==> src/rtl/pattern_sequencer_pkg.sv <==
// Shared types and constants for pattern_sequencer: FSM state, committed config layout,
// default channel mask and the auto-cycle mask sequence.
package patseq_pkg;

  typedef enum logic [1:0] {
    RUN    = 2'd0,
    PEND   = 2'd1,
    SETTLE = 2'd2
  } state_e;

  typedef struct packed {
    logic       pal;
    logic       range;
    logic       smpte;
    logic [2:0] mask;
  } cfg_t;

  localparam logic [2:0] MASK_ALL = 3'b111;

  localparam cfg_t CFG_RESET = '{pal: 1'b0, range: 1'b0, smpte: 1'b0, mask: MASK_ALL};

  // Index 0 is the start of the sequence: 111 -> 100 -> 010 -> 001 -> back to 111.
  localparam logic [3:0][2:0] AUTO_SEQ = {3'b001, 3'b010, 3'b100, MASK_ALL};

  function automatic logic cfg_differs(cfg_t a, cfg_t b, logic ign_mask);
    return (a.pal != b.pal) || (a.range != b.range) || (a.smpte != b.smpte) ||
           (!ign_mask && (a.mask != b.mask));
  endfunction

endpackage

==> src/rtl/pattern_sequencer_vblank_edge.sv <==
// ce_pix-gated VBlank rising-edge detector; frame_tick is a one-clk pulse the cycle
// after the qualifying sample. The delayed copy resets high so a VBlank already high at release is ignored.
module vblank_edge (
  input  logic clk,
  input  logic reset_n,
  input  logic ce_pix,
  input  logic vblank,
  output logic frame_tick
);

  logic r_vb_d;
  logic r_tick;

  always_ff @(posedge clk or negedge reset_n) begin
    if (!reset_n) begin
      r_vb_d <= 1'b1;
      r_tick <= 1'b0;
    end else begin
      r_tick <= ce_pix & vblank & ~r_vb_d;
      if (ce_pix) r_vb_d <= vblank;
    end
  end

  assign frame_tick = r_tick;

endmodule

==> src/rtl/pattern_sequencer.sv <==
// Commits requested video config at VBlank boundaries, blanking after PAL/NTSC changes.
// Optional channel-mask auto-cycle is built only when PATSEQ_AUTOCYCLE_EN is defined.
module pattern_sequencer
  import patseq_pkg::*;
#(
  parameter int SETTLE_FRAMES = 4,
  parameter int HOLD_FRAMES   = 60,
  parameter int FCNT_W        = 16
) (
  input  logic              clk,
  input  logic              reset_n,
  input  logic              ce_pix,
  input  logic              vblank,
  input  logic              req_pal,
  input  logic              req_range,
  input  logic              req_smpte,
  input  logic [2:0]        req_mask,
  input  logic              auto_en,
  output logic              pal,
  output logic              range,
  output logic              smpte,
  output logic [2:0]        chan_mask,
  output logic              force_blank,
  output logic              busy,
  output logic [FCNT_W-1:0] frame_cnt
);

  localparam int SCNT_W = (SETTLE_FRAMES > 1) ? $clog2(SETTLE_FRAMES) : 1;
  localparam bit SETTLE_EN = (SETTLE_FRAMES > 0);
  localparam logic [SCNT_W-1:0] SETTLE_INIT = SETTLE_EN ? SCNT_W'(SETTLE_FRAMES - 1) : '0;

  logic              w_frame_tick;
  logic              w_ign_mask;
  logic              w_mismatch;
  logic              w_auto_load;
  logic [2:0]        w_auto_mask;
  cfg_t              w_req;
  cfg_t              w_commit;
  cfg_t              r_act;
  state_e            r_state;
  logic [SCNT_W-1:0] r_settle_cnt;
  logic [FCNT_W-1:0] r_frame_cnt;

  vblank_edge u_vblank_edge (
    .clk        (clk),
    .reset_n    (reset_n),
    .ce_pix     (ce_pix),
    .vblank     (vblank),
    .frame_tick (w_frame_tick)
  );

  assign w_req = '{pal: req_pal, range: req_range, smpte: req_smpte, mask: req_mask};

`ifdef PATSEQ_AUTOCYCLE_EN
  localparam int HCNT_W = (HOLD_FRAMES > 1) ? $clog2(HOLD_FRAMES) : 1;

  logic              r_auto_d;
  logic [HCNT_W-1:0] r_hold_cnt;
  logic [1:0]        r_step_idx;
  logic              w_auto_rise;
  logic              w_auto_adv;
  logic              w_auto_step;

  assign w_ign_mask  = auto_en;
  assign w_auto_rise = auto_en & ~r_auto_d;
  assign w_auto_adv  = (r_state == RUN) && auto_en && !w_auto_rise && w_frame_tick;
  assign w_auto_step = w_auto_adv && (r_hold_cnt == HCNT_W'(HOLD_FRAMES - 1));
  assign w_auto_load = (r_state == RUN) && (w_auto_rise || w_auto_step);
  assign w_auto_mask = w_auto_rise ? MASK_ALL : AUTO_SEQ[r_step_idx + 2'd1];

  // Hold counter and step index only advance while running; PEND/SETTLE freeze them.
  always_ff @(posedge clk or negedge reset_n) begin
    if (!reset_n) begin
      r_auto_d   <= 1'b0;
      r_hold_cnt <= '0;
      r_step_idx <= '0;
    end else begin
      r_auto_d <= auto_en;
      if (w_auto_rise) begin
        r_hold_cnt <= '0;
        r_step_idx <= '0;
      end else if (w_auto_step) begin
        r_hold_cnt <= '0;
        r_step_idx <= r_step_idx + 2'd1;
      end else if (w_auto_adv) begin
        r_hold_cnt <= r_hold_cnt + HCNT_W'(1);
      end
    end
  end
`else
  localparam int p_unused_hold = HOLD_FRAMES;
  logic w_unused_auto;

  assign w_unused_auto = auto_en;
  assign w_ign_mask    = 1'b0;
  assign w_auto_load   = 1'b0;
  assign w_auto_mask   = MASK_ALL;
`endif

  assign w_mismatch = cfg_differs(w_req, r_act, w_ign_mask);

  // While auto-cycling, the mask belongs to the sequence, not to the request.
  always_comb begin
    w_commit = w_req;
    if (w_ign_mask) w_commit.mask = r_act.mask;
  end

  always_ff @(posedge clk or negedge reset_n) begin
    if (!reset_n) begin
      r_state      <= RUN;
      r_act        <= CFG_RESET;
      r_settle_cnt <= '0;
      r_frame_cnt  <= '0;
    end else begin
      if (w_frame_tick) r_frame_cnt <= r_frame_cnt + FCNT_W'(1);
      case (r_state)
        RUN: begin
          if (w_auto_load) r_act.mask <= w_auto_mask;
          if (w_mismatch) r_state <= PEND;
        end
        PEND: begin
          if (w_frame_tick) begin
            r_act <= w_commit;
            if (SETTLE_EN && (w_commit.pal != r_act.pal)) begin
              r_state      <= SETTLE;
              r_settle_cnt <= SETTLE_INIT;
            end else begin
              r_state <= RUN;
            end
          end else if (!w_mismatch) begin
            r_state <= RUN;
          end
        end
        SETTLE: begin
          if (w_frame_tick) begin
            if (r_settle_cnt == '0) r_state <= RUN;
            else                    r_settle_cnt <= r_settle_cnt - SCNT_W'(1);
          end
        end
        default: r_state <= RUN;
      endcase
    end
  end

  assign pal         = r_act.pal;
  assign range       = r_act.range;
  assign smpte       = r_act.smpte;
  assign chan_mask   = r_act.mask;
  assign force_blank = (r_state == SETTLE);
  assign busy        = (r_state != RUN);
  assign frame_cnt   = r_frame_cnt;

endmodule

==> config.mk <==
export PLATFORM = sky130hd
export DESIGN_NAME = pattern_sequencer
export DESIGN_NICKNAME = d
export VERILOG_FILES = /design/src/rtl/pattern_sequencer_pkg.sv /design/src/rtl/pattern_sequencer_vblank_edge.sv /design/src/rtl/pattern_sequencer.sv
export SDC_FILE = /design/constraint.sdc
export NUM_CORES = 1
export LEC_CHECK = 0
export CAP_MARGIN = 10
export CORE_MARGIN = 2
export CORE_UTILIZATION = 51
export CTS_CLUSTER_DIAMETER = 60
export DETAILED_ROUTE_END_ITERATION = 12
export PLACE_DENSITY = 0.84
export SYNTH_ARGS = -nofsm -noshare
export SYNTH_HDL_FRONTEND = slang
export SYNTH_HIERARCHICAL = 1
export SYNTH_SLANG_ARGS = --single-unit
==> constraint.sdc <==
create_clock -name clk -period 3.3 [get_ports clk]
set_input_delay 0.495 -clock clk [delete_from_list [all_inputs] [get_ports clk]]
set_output_delay 0.495 -clock clk [all_outputs]
set_load 0.03 [all_outputs]
==> impl_metrics.yaml <==
status:
  status: "finished, final reports clean"
synthesis:
  ys_types: 34
  synth_compound_area_share_pct: 3.47
  synth_nets: 116
  synth_edf_count: 0
  synth_top_family_by_area: "simple AND/OR/NAND/NOR gates"
  synth_common_cells: "24 x dfrtp_1, 15 x xnor2_1, 7 x mux2_1, 7 x nand2_1, 6 x xor2_1"
  ys_top_cells_by_area: "dfrtp_1 46%, xnor2_1 10%, dfstp_2 8.1%"
  synth_top_area_share_pct: 46.3
  synth-xor-area-share_pct: 14.2
  ys_seq_elements: 28
  synthAdderAreaFrac_pct: 1.93
  synthesis.area_um2: 1300
  synthCells: 103
  ys_seq_area_share_pct: 54.4
  synth_top_flop_cell: "dfrtp_1"
  synth-simple-area-share_pct: 17.2
  async_flop_share_pct: 100
  syn_area_per_cell_um2: 12.6
  yosysTopAreaCell: "dfrtp_1"
  yosysMostFrequentCell: "dfrtp_1"
  ys_warn_count: 6
  synthMuxAreaShare_pct: 7.24
power:
  p_switching_uw: 381
  p_per_area_nw_per_um2: 608
  combPwrFrac_pct: 37.8
  netSwitchingFraction_pct: 37.1
  power_uw: 1030
  ir_drop_mv: 0.400
  power_frac_clock_pct: 13.5
  power_frac_seq_pct: 48.8
  power_leakage_uw: 0.000740
  p_int_uw: 647
die:
  initial_utilization_pct: 53.3
  ios: 35
  row_count: 18
  dieArea_um2: 2960
  coreArea_um2: 2430
  die_w_um: 54.4
  die_h_um: 54.4
global_route:
  gr-usage-met3_pct: 1.64
  grt_max_degree: 29
  met1_usage_pct: 22.2
  grt_overflow: 0
  grtUsageMet2_pct: 30.1
  antenna_found_initial: 0
  grt.busiest_layer: "met2"
  grt_pass1_wl_mm: 3.73
  grtUsageTotal_pct: 17.3
  grt_pass1_vias: 847
clock_network:
  cts_tree: "built"
  htreeDepth: 1
  clock_sinks: 28
  path_clk_slew_ns: 0.14
  post-cts-setup-buffers: 0
  numCtsBuffers: 3
  clockRootBuffer: "clkbuf_4"
  ctsHoldBuffers: 0
  clockBufferDepth: 2
  insertion_delay_ns: 0.31
  ctsResizeCount: 0
timing:
  skew_ns: 0.00629
  maxSlewHeadroom_pct: 72.3
  slew_viol_final: 0
  min_period_ns: 2.22
  tightest_slew_ns: 0.415
  setup_tns_ns: 0
  hold_viol: 0
  fmax_mhz: 450
  fin_crit_sh_pct: 67.3
  rsz0062_at_grt: "false"
  setup_viol: 0
worst_setup_path:
  rr_startpoint: "frame_cnt[0]"
  cp.required_ns: 2.80
  cp-end-kind: "output pin"
  rr_endpoint: "frame_cnt[12]"
  worstSetupEndpoint: "force_blank"
  crit_fanout: 6
  start_kind: "flip-flop"
  path_class: "reg2out"
  reg2reg_slack_ns: 1.77
  startpoint: "r_state[0]"
  cp.arrival_ns: 1.73
  r2r_cells: 5
cells_and_area:
  finalNetCount: 154
  layout-area-overhead-vs-synth_pct: 30.6
  drive_gt1_share_pct: 12.1
  seqCellArea_um2: 706
  design_area_um2: 1690
  diodes: 0
  finish.utilization_pct: 69.6
  multi_input_area_um2: 571
  fillCellCount: 188
hold_path:
  hold_path.class: "reg2reg"
placement:
  io_buffer_count: 33
  gp_congestion: 0.742
  dpl.hpwl_mm: 1.72
  post_dp_cell_area_um2: 1670
drt:
  routedWlPerCell_um: 13.2
  post_drt_via_cell_ratio: 5.07
  drt_wl_total_mm: 2.24
  dr.pass1.iters: 3
  drtAntennaViolNets: 0
  drt_iter0_markers: 2
  drc_errors: 0
  num_vias: 862
job:
  cap_violations: 0
-- cell families after synthesis --
family,Yosys count
AO/OA/AOI/OAI,7
XOR/XNOR,21
adder cells (fa/ha/maj),2
buffers and inverters,5
flip-flops,28
multiplexers,8
AND/OR/NAND/NOR,32
-- layout by cell type, fill, tap and decap left out, types with 2 or more instances in the layout --
cell and instances:
ha_1 2, xor2_1 6, mux2_1 7, clkdlybuf4s50_1 33, nand3_1 2, dfrtp_1 24
dfstp_2 4, nand4_1 4, xnor2_1 15, o21ai_1 2, nor2_1 4, nand2_1 7
clkbuf_4 3, inv_1 4
-- routing by layer --
metal | part of all wire, % | routed length (µm)
met4 | 0.54 | 12
met1 | 44 | 995
met5 | 0 | 0
met2 | 53 | 1180
met3 | 2.1 | 46
-- cell type report --
class | instances | area share, %
clock buffer | 4 | 1.55
tap | 30 | 2.22
sequential | 28 | 41.7
inverter | 4 | 0.887
timing repair buffer | 34 | 20.0
multi-input combinational | 70 | 33.7
-- power by group through the flow --
stage               clock network [µW]  registers, µW  logic (µW)
global placement                     0            506         385
detailed placement                   0            510         392
CTS                                148            503         393
floorplan                            0            614         115
finish                             138            502         388
global route                       159            513         415
-- worst min path at each step --
stage,startpoint,end,slack (ns),cells after the start
after global routing,frame_cnt[15],frame_cnt[15],0.51,1
after floorplan,reset_n,frame_cnt[0],0.20,0
after detailed placement,frame_cnt[15],frame_cnt[15],0.47,1
after global placement,r_state[1],r_state[0],0.46,1
final,frame_cnt[15],frame_cnt[15],0.48,1
after CTS,frame_cnt[15],frame_cnt[15],0.49,1
-- state kept, by name (all words and copies together) (netlist names) --
| signal | count |
|---|---|
| range | 1 |
| smpte | 1 |
| u_vblank_edge/r_vb_d | 1 |
| u_vblank_edge/frame_tick | 1 |
| r_settle_cnt | 2 |
| r_state | 2 |
| frame_cnt | 16 |
| chan_mask | 3 |
| pal | 1 |
-- worst max-delay path: stages, from the launching register on --
cell             delay, ns
dfrtp_1               0.46
nor2b_1               0.23
clkdlybuf4s50_1       0.71
-- per-stage QoR --
stage	cells	hold WS, ns	setup slack [ns]
finish	170	0.481	1.08
global route	170	0.514	1.02
CTS	170	0.488	1.08
detailed placement	166	0.465	1.48
global placement	166	0.461	1.48
floorplan	103	0.199	1.67
(Power assumes the default switching activity.)
